$ cat src/rtl/i2s_feat_pkg.sv
// Shared types and helpers for the I2S audio feature datapath.
package i2s_feat_pkg;

   localparam int DEF_DATA_WIDTH = 16;
   localparam int SAT_MAX_W      = 32;

   typedef enum logic [2:0] {
      ST_IDLE      = 3'd0,
      ST_CAPTURE   = 3'd1,
      ST_MEAN      = 3'd2,
      ST_DRAIN     = 3'd3,
      ST_WAIT_FEAT = 3'd4
   } state_t;

   // a - b clamped to the signed range of a w-bit value; operands are pre-sign-extended, w < SAT_MAX_W.
   function automatic logic signed [SAT_MAX_W-1:0] sat_sub(
      input logic signed [SAT_MAX_W-1:0] a,
      input logic signed [SAT_MAX_W-1:0] b,
      input int                          w
   );
      logic signed [SAT_MAX_W-1:0] hi;
      logic signed [SAT_MAX_W-1:0] lo;
      logic signed [SAT_MAX_W-1:0] d;
      hi = $signed((SAT_MAX_W'(1) << (w - 1)) - SAT_MAX_W'(1));
      lo = ~hi;
      d  = a - b;
      if (d > hi) return hi;
      if (d < lo) return lo;
      return d;
   endfunction

endpackage

$ cat src/rtl/i2s_sat_sub.sv
// Output stage of the drain path: registered (sample - mean) with saturation, plus framing flags.
module i2s_sat_sub
   import i2s_feat_pkg::*;
#(
   parameter int DATA_WIDTH = DEF_DATA_WIDTH
) (
   input  logic                  sys_clk,
   input  logic                  sys_rst,
   input  logic                  sample_vld,
   input  logic                  sample_first,
   input  logic                  sample_last,
   input  logic [DATA_WIDTH-1:0] sample,
   input  logic [DATA_WIDTH-1:0] mean,
   output logic [DATA_WIDTH-1:0] feat_data,
   output logic                  feat_vld,
   output logic                  feat_first,
   output logic                  feat_last
);

   always_ff @(posedge sys_clk) begin
      if (sys_rst) begin
         feat_data  <= '0;
         feat_vld   <= 1'b0;
         feat_first <= 1'b0;
         feat_last  <= 1'b0;
      end else begin
         feat_vld   <= sample_vld;
         feat_first <= sample_vld && sample_first;
         feat_last  <= sample_vld && sample_last;
         if (sample_vld)
            feat_data <= DATA_WIDTH'(sat_sub(SAT_MAX_W'($signed(sample)),
                                             SAT_MAX_W'($signed(mean)), DATA_WIDTH));
      end
   end

endmodule

$ cat src/rtl/i2s_frame_scheduler.sv
// Frame sequencer for the I2S feature path: capture one channel into the FIFO, compute the mean,
// drain as a mean-subtracted stream, then wait for the feature engines before the next frame.
module i2s_frame_scheduler
   import i2s_feat_pkg::*;
#(
   parameter int DATA_WIDTH = DEF_DATA_WIDTH,
   parameter int ADDR_W     = 8,
   parameter bit CHANNEL    = 1'b0
) (
   input  logic                  i_sys_clk,
   input  logic                  i_sys_rst,
   input  logic                  i_enable,
   input  logic [DATA_WIDTH-1:0] i_left_data,
   input  logic                  i_left_vld,
   input  logic [DATA_WIDTH-1:0] i_right_data,
   input  logic                  i_right_vld,
   output logic                  o_fifo_wr_en,
   output logic [DATA_WIDTH-1:0] o_fifo_wr_data,
   input  logic                  i_fifo_full,
   output logic                  o_fifo_rd_en,
   input  logic [DATA_WIDTH-1:0] i_fifo_rd_data,
   input  logic                  i_fifo_empty,
   output logic [DATA_WIDTH-1:0] o_mean,
   output logic [DATA_WIDTH-1:0] o_feat_data,
   output logic                  o_feat_vld,
   output logic                  o_feat_first,
   output logic                  o_feat_last,
   input  logic                  i_feat_done,
   output logic                  o_frame_done,
   output logic [15:0]           o_frame_cnt,
   output logic [15:0]           o_drop_cnt,
   output logic                  o_busy
);

   localparam int              FRAME_LEN   = 2 ** ADDR_W;
   localparam int              SUM_W       = DATA_WIDTH + ADDR_W;
   localparam logic [ADDR_W:0] FRAME_LEN_C = (ADDR_W + 1)'(FRAME_LEN);
   localparam logic [ADDR_W:0] CNT_ONE     = (ADDR_W + 1)'(1);

   state_t                       state, state_nxt;
   logic [ADDR_W:0]              wr_cnt, rd_issued;
   logic signed [SUM_W-1:0]      sum;
   logic signed [DATA_WIDTH-1:0] sel_data;
   logic                         sel_vld, frame_full, accept, drop, frame_end;
   logic                         rd_pend, rd_pend_first, rd_pend_last;

   // NOTE: every variable gets a default at the top of always_comb, so no path infers a latch.
   always_comb begin
      sel_vld      = CHANNEL ? i_right_vld  : i_left_vld;
      sel_data     = CHANNEL ? i_right_data : i_left_data;
      frame_full   = (wr_cnt == FRAME_LEN_C);
      accept       = (state == ST_CAPTURE) && sel_vld && !i_fifo_full && !frame_full;
      drop         = sel_vld && (state != ST_IDLE) && !accept;
      o_fifo_rd_en = (state == ST_DRAIN) && !i_fifo_empty && (rd_issued < FRAME_LEN_C);
      frame_end    = (state == ST_WAIT_FEAT) && i_feat_done;
   end

   always_comb begin
      state_nxt = state;
      unique case (state)
         ST_IDLE:      if (i_enable) state_nxt = ST_CAPTURE;
         ST_CAPTURE:   if (frame_full) state_nxt = ST_MEAN;
         ST_MEAN:      state_nxt = ST_DRAIN;
         ST_DRAIN:     if (o_feat_vld && o_feat_last) state_nxt = ST_WAIT_FEAT;
         ST_WAIT_FEAT: if (i_feat_done) state_nxt = i_enable ? ST_CAPTURE : ST_IDLE;
         default:      state_nxt = ST_IDLE;
      endcase
   end

   // NOTE: sequential state uses non-blocking assignment so all registers see pre-edge values.
   always_ff @(posedge i_sys_clk) begin
      if (i_sys_rst) state <= ST_IDLE;
      else           state <= state_nxt;
   end

   always_ff @(posedge i_sys_clk) begin
      if (i_sys_rst) begin
         o_fifo_wr_en   <= 1'b0;
         o_fifo_wr_data <= '0;
         o_mean         <= '0;
         o_frame_done   <= 1'b0;
         o_frame_cnt    <= '0;
         o_drop_cnt     <= '0;
         sum            <= '0;
         wr_cnt         <= '0;
         rd_issued      <= '0;
         rd_pend        <= 1'b0;
         rd_pend_first  <= 1'b0;
         rd_pend_last   <= 1'b0;
      end else begin
         o_fifo_wr_en <= accept;
         if (accept) begin
            o_fifo_wr_data <= sel_data;
            sum            <= sum + SUM_W'(sel_data);
            wr_cnt         <= wr_cnt + CNT_ONE;
         end
         // Mean is latched and the frame bookkeeping rearmed in the single MEAN cycle.
         if (state == ST_MEAN) begin
            o_mean    <= DATA_WIDTH'(sum >>> ADDR_W);
            sum       <= '0;
            wr_cnt    <= '0;
            rd_issued <= '0;
         end
         if (o_fifo_rd_en) rd_issued <= rd_issued + CNT_ONE;
         rd_pend       <= o_fifo_rd_en;
         rd_pend_first <= o_fifo_rd_en && (rd_issued == '0);
         rd_pend_last  <= o_fifo_rd_en && (rd_issued == FRAME_LEN_C - CNT_ONE);
         o_frame_done  <= frame_end;
         if (frame_end) o_frame_cnt <= o_frame_cnt + 16'd1;
         if (drop && (o_drop_cnt != 16'hFFFF)) o_drop_cnt <= o_drop_cnt + 16'd1;
      end
   end

   assign o_busy = (state != ST_IDLE);

   i2s_sat_sub #(.DATA_WIDTH(DATA_WIDTH)) u_sat_sub (
      .sys_clk      (i_sys_clk),
      .sys_rst      (i_sys_rst),
      .sample_vld   (rd_pend),
      .sample_first (rd_pend_first),
      .sample_last  (rd_pend_last),
      .sample       (i_fifo_rd_data),
      .mean         (o_mean),
      .feat_data    (o_feat_data),
      .feat_vld     (o_feat_vld),
      .feat_first   (o_feat_first),
      .feat_last    (o_feat_last)
   );

endmodule
$ cat config.mk
export PLATFORM = sky130hd
export DESIGN_NAME = i2s_frame_scheduler
export DESIGN_NICKNAME = d
export VERILOG_FILES = /design/src/rtl/i2s_feat_pkg.sv /design/src/rtl/i2s_sat_sub.sv /design/src/rtl/i2s_frame_scheduler.sv
export SDC_FILE = /design/constraint.sdc
export NUM_CORES = 1
export LEC_CHECK = 0
export ABC_AREA = 1
export CAP_MARGIN = 30
export CORE_ASPECT_RATIO = 1.75
export CORE_UTILIZATION = 50
export CTS_BUF_LIST = sky130_fd_sc_hd__clkbuf_8
export DETAILED_ROUTE_END_ITERATION = 16
export GPL_TIMING_DRIVEN = 0
export PLACE_DENSITY = 0.79
export SLEW_MARGIN = 25
export SYNTH_ARGS = -nofsm -noshare
export SYNTH_HDL_FRONTEND = slang
export SYNTH_HIERARCHICAL = 1
export SYNTH_SLANG_ARGS = --single-unit
$ cat constraint.sdc
create_clock -name i_sys_clk -period 2.3 [get_ports i_sys_clk]
set_input_delay 0.69 -clock i_sys_clk [delete_from_list [all_inputs] [get_ports i_sys_clk]]
set_output_delay 0.69 -clock i_sys_clk [all_outputs]
set_load 0.02 [all_outputs]
==> metrics.md <==
| Metric | Value |
|---|---|
| Status | completed |
| Reg2Reg Launch Point | o_mean[0] |
| Fin cells | ~1,700 |
| Synth Flop Type | dfxtp_1 |
| Max Freq | 439 MHz |
| Placed cell count | approximately 1,600 |
| Slew Viols, Final | 0 |
| Layout cells sized above 1 | 11.4% |
| Drc violations | 0 |
| Hold Crit Start | rd_pend_last |
| Clk_skew | approximately 14 ps |
| Reg clk slew, reported paths | roughly 80 ps |
| R2R Setup Slk | about 170 ps |
| WP data arrival | ~2600 ps |
| Final wirelength | roughly 25,000 um |
| Met1 GRT Util | 28.0% |
| Worst-margin pin slew | about 670 ps |
| Nets | between 1,500 and 2,000 |
| CP endpoint kind | flip-flop |
| 1st-iter DRT viols | ~310 |
| Total CTS buffers | 17 |
| Die extent in y | between 150 and 200 um |
| Syn avg cell area | 6.42 um^2 |
| Post-Synthesis Cells | 1,296 |
| Max-cap viol count | 0 |
| Synthesized cell area | a little over 8000 um^2 |
| First-pass GRT wire length | 39,200 um |
| Final setup viols | 0 |
| Mapped Nets | 1,400 |
| DP Wirelength | between 15,000 and 20,000 um |
| Final hold vios | 0 |
| Worst slack at placement | -952 ps |
| Finished Core Util | between 60% and 70% |
| Worst-path fanout max | 5 |
| Hold Crit Class | reg -> reg |
| Seq cells post-synth | about 130 |
| Die ar. | 17,200 um^2 |
| Power Dens Cells | about 580 nW/um^2 |
| Met3 usage | just over 4% |
| Post-synth EDFFs | 0 |
| Longest Clk Path Bufs | 2 |
| Endpoint, Worst Hold | u_sat_sub/feat_last |
| Clk root buf | clkbuf_8 |
| RSZ-0062 raised after global routing | true |
| Peak supply drop | 0.360 mV |
| Reg2reg end | u_sat_sub/feat_data[3] |
| Vias | 8,727 |
| Vias per inst | just over 5 |
| H-tree lvl count | 4 |
| Setup slack after layout | 22.5 ps |
| Worst r2r path cells | 13 |
| Die W | 99.5 um |
| I/O pin total | around 140 |
| Vias in the first global route | between 8,000 and 9,000 |
| Overflow after GRT | 0 |
| Minimum clock period | approximately 2300 ps |
| Worst setup SP type | primary input |
| Worst skew pair latency | approximately 450 ps |
| Wire per inst | roughly 15 um |
| Port Buffers | around 130 |
| Critical path class | in -> reg |
| Tcrit/Tclk final | 99.0% |
| Worst Hold Depth | 2 |
| Total Routing Usage GR | 28.8% |
| Synth async-reset ratio | 0% |
| Lkg Pwr | between 4 and 5 nW |
| Core Area | 16,400 um^2 |
| CTS tree | done |
| Num rows | 62 |
| GR peak layer | met2 |
| Routed Antenna Nets | 0 |
| CTS sink count | between 100 and 150 |
| TNS Setup | 0 ps |
| Fill cells | roughly 1,500 |
| CTS Hold Bufs | 0 |
| Register area share after synthesis | 32.0% |
| 1st-pass router iterations | 5 |
| Placer Congestion | 0.996 |
| Initial antenna violation count | 0 |
| Area delta synth->final | 30.1% |
| Initial Util | slightly above 50% |
| Slew headroom | a little under three fifths |
| CP Data Required Time | approximately 2600 ps |
| Met2 GRT Util | 55.0% |
| Count of cell types in the netlist | 44 |
| Synthesis Warnings | 6 |
| Pin count of the biggest net entering global routing | 17 |
-- flip-flops by register name, indices dropped and copies added, names as in the netlist --
signal / count
o_mean: 16
u_sat_sub/feat_data: 16
u_sat_sub/feat_first: 1
u_sat_sub/feat_last: 1
rd_issued: 9
o_frame_done: 1
rd_pend_first: 1
u_sat_sub/feat_vld: 1
rd_pend: 1
o_fifo_wr_data: 16
o_frame_cnt: 16
state: 3
o_drop_cnt: 16
sum: 24
rd_pend_last: 1
o_fifo_wr_en: 1
wr_cnt: 9
-- cell usage after synthesis, types with 3 or more instances --
cell      count  share of area [%]
nand2_1     347                 16
inv_1       195                8.8
nor2_1      185                8.4
dfxtp_1     133                 32
nand3_1      72                4.3
o21ai_0      71                4.3
a21oi_1      70                4.2
ha_1         46                6.9
xor2_1       26                2.7
nor3_1       25                1.5
clkbuf_1     17               0.77
a21oi_2      16                1.7
nand4_1      15                1.1
buf_2         8               0.48
xnor2_1       8               0.84
nand2_2       7               0.53
a211oi_1      6               0.54
nand3b_1      5               0.45
a21o_1        3               0.27
a221oi_1      3               0.32
inv_2         3               0.14
o211ai_1      3               0.27
or2_2         3               0.23
-- repair_timing --
item,CTS,global route
pin swaps,5,6
gates resized for setup,45,58
endpoints found under the setup margin,37,41
buffers inserted,4,4
cloned,1,0
-- critical path, stage by stage --
cell	delay, ps
clkdlybuf4s50_1	500
ha_4	240
a21oi_2	210
nand2_1	130
a21oi_4	190
nand2_2	70
nand2_1	70
nand2_2	90
a21oi_4	200
buf_6	160
a21oi_2	60
-- area by class of cell --
type | instances | area [um^2] | area share, %
sequential | 133 | 2660 | 24.6
antenna | 1 | 2.50 | 0.0231
timing repair buffer | 134 | 1340 | 12.3
buffer | 30 | 161 | 1.49
tap | 224 | 280 | 2.59
multi-input combinational | 933 | 5170 | 47.8
clock buffer | 17 | 234 | 2.16
inverter | 200 | 766 | 7.08
clock inverter | 15 | 201 | 1.86
-- layout by cell type (no fill, tap or decap), types with 5 or more instances in the layout --
master           netlist  routed
xnor2_1                8       8
buf_4                  1       9
dlymetal6s2s_1         0      10
nand2_1              347     326
nor2_1               185     182
ha_4                   0      20
clkdlybuf4s50_1        0     109
nand2_2                7      26
inv_1                195     195
inv_6                  0       5
clkbuf_8               0      17
nand3_1               72      70
ha_2                   0       5
dfxtp_1              133     133
nand3b_1               5       5
a211oi_1               6       6
nor3_1                25      24
ha_1                  46      21
clkbuf_1              17      15
a21oi_2               16      29
buf_2                  8       9
nand4_1               15      15
a21oi_1               70      56
o21ai_0               71      71
xor2_1                26      26
-- stage by stage --
step	instance area [um^2]	power, mW	hold slack, ps
floorplan	8370	3.47	404
global placement	9900	3.91	408
detailed placement	9900	3.94	408
CTS	10500	6.20	419
global route	10800	6.60	437
finish	10800	6.29	419
-- how the worst max path moves through the flow --
| stage | to | cells past startpoint | start |
|---|---|---|---|
| final | u_sat_sub/feat_data[3] | 11 | i_fifo_rd_data[11] |
| after global routing | sum[21] | 11 | i_left_data[11] |
| after CTS | o_fifo_rd_en | 5 | i_fifo_empty |
| after detailed placement | u_sat_sub/feat_data[1] | 15 | i_fifo_rd_data[0] |
| after global placement | u_sat_sub/feat_data[3] | 15 | i_fifo_rd_data[0] |
| after floorplan | u_sat_sub/feat_data[3] | 14 | i_fifo_rd_data[0] |
-- logic make-up (layout without fill, tap and decap cells) --
group                      after synthesis  count (layout)  synth area share, %
and+or+nand+nor                        674             674                 33.9
buffers and inverters                  230             396                 10.9
AOI/OAI and AO/OA                      177             177                 12.1
DFF                                    133             133                 32.0
adders and majority gates               48              48                 7.40
xor gates and xnor gates                34              34                 3.58
other                                    0               1                    0
-- layer usage --
metal / vias to the layer above / routed length (um)
met5: - / 0
met1: 3990 / 8840
li1: 4393 / -
met2: 248 / 13300
met4: 0 / 1460
met3: 96 / 984
-- power breakdown --
group          switching [mW]  internal (mW)
Clock                    1.02           1.19
Sequential             0.0864           2.39
Combinational           0.964          0.645
Power figures use the tool's default switching activity.
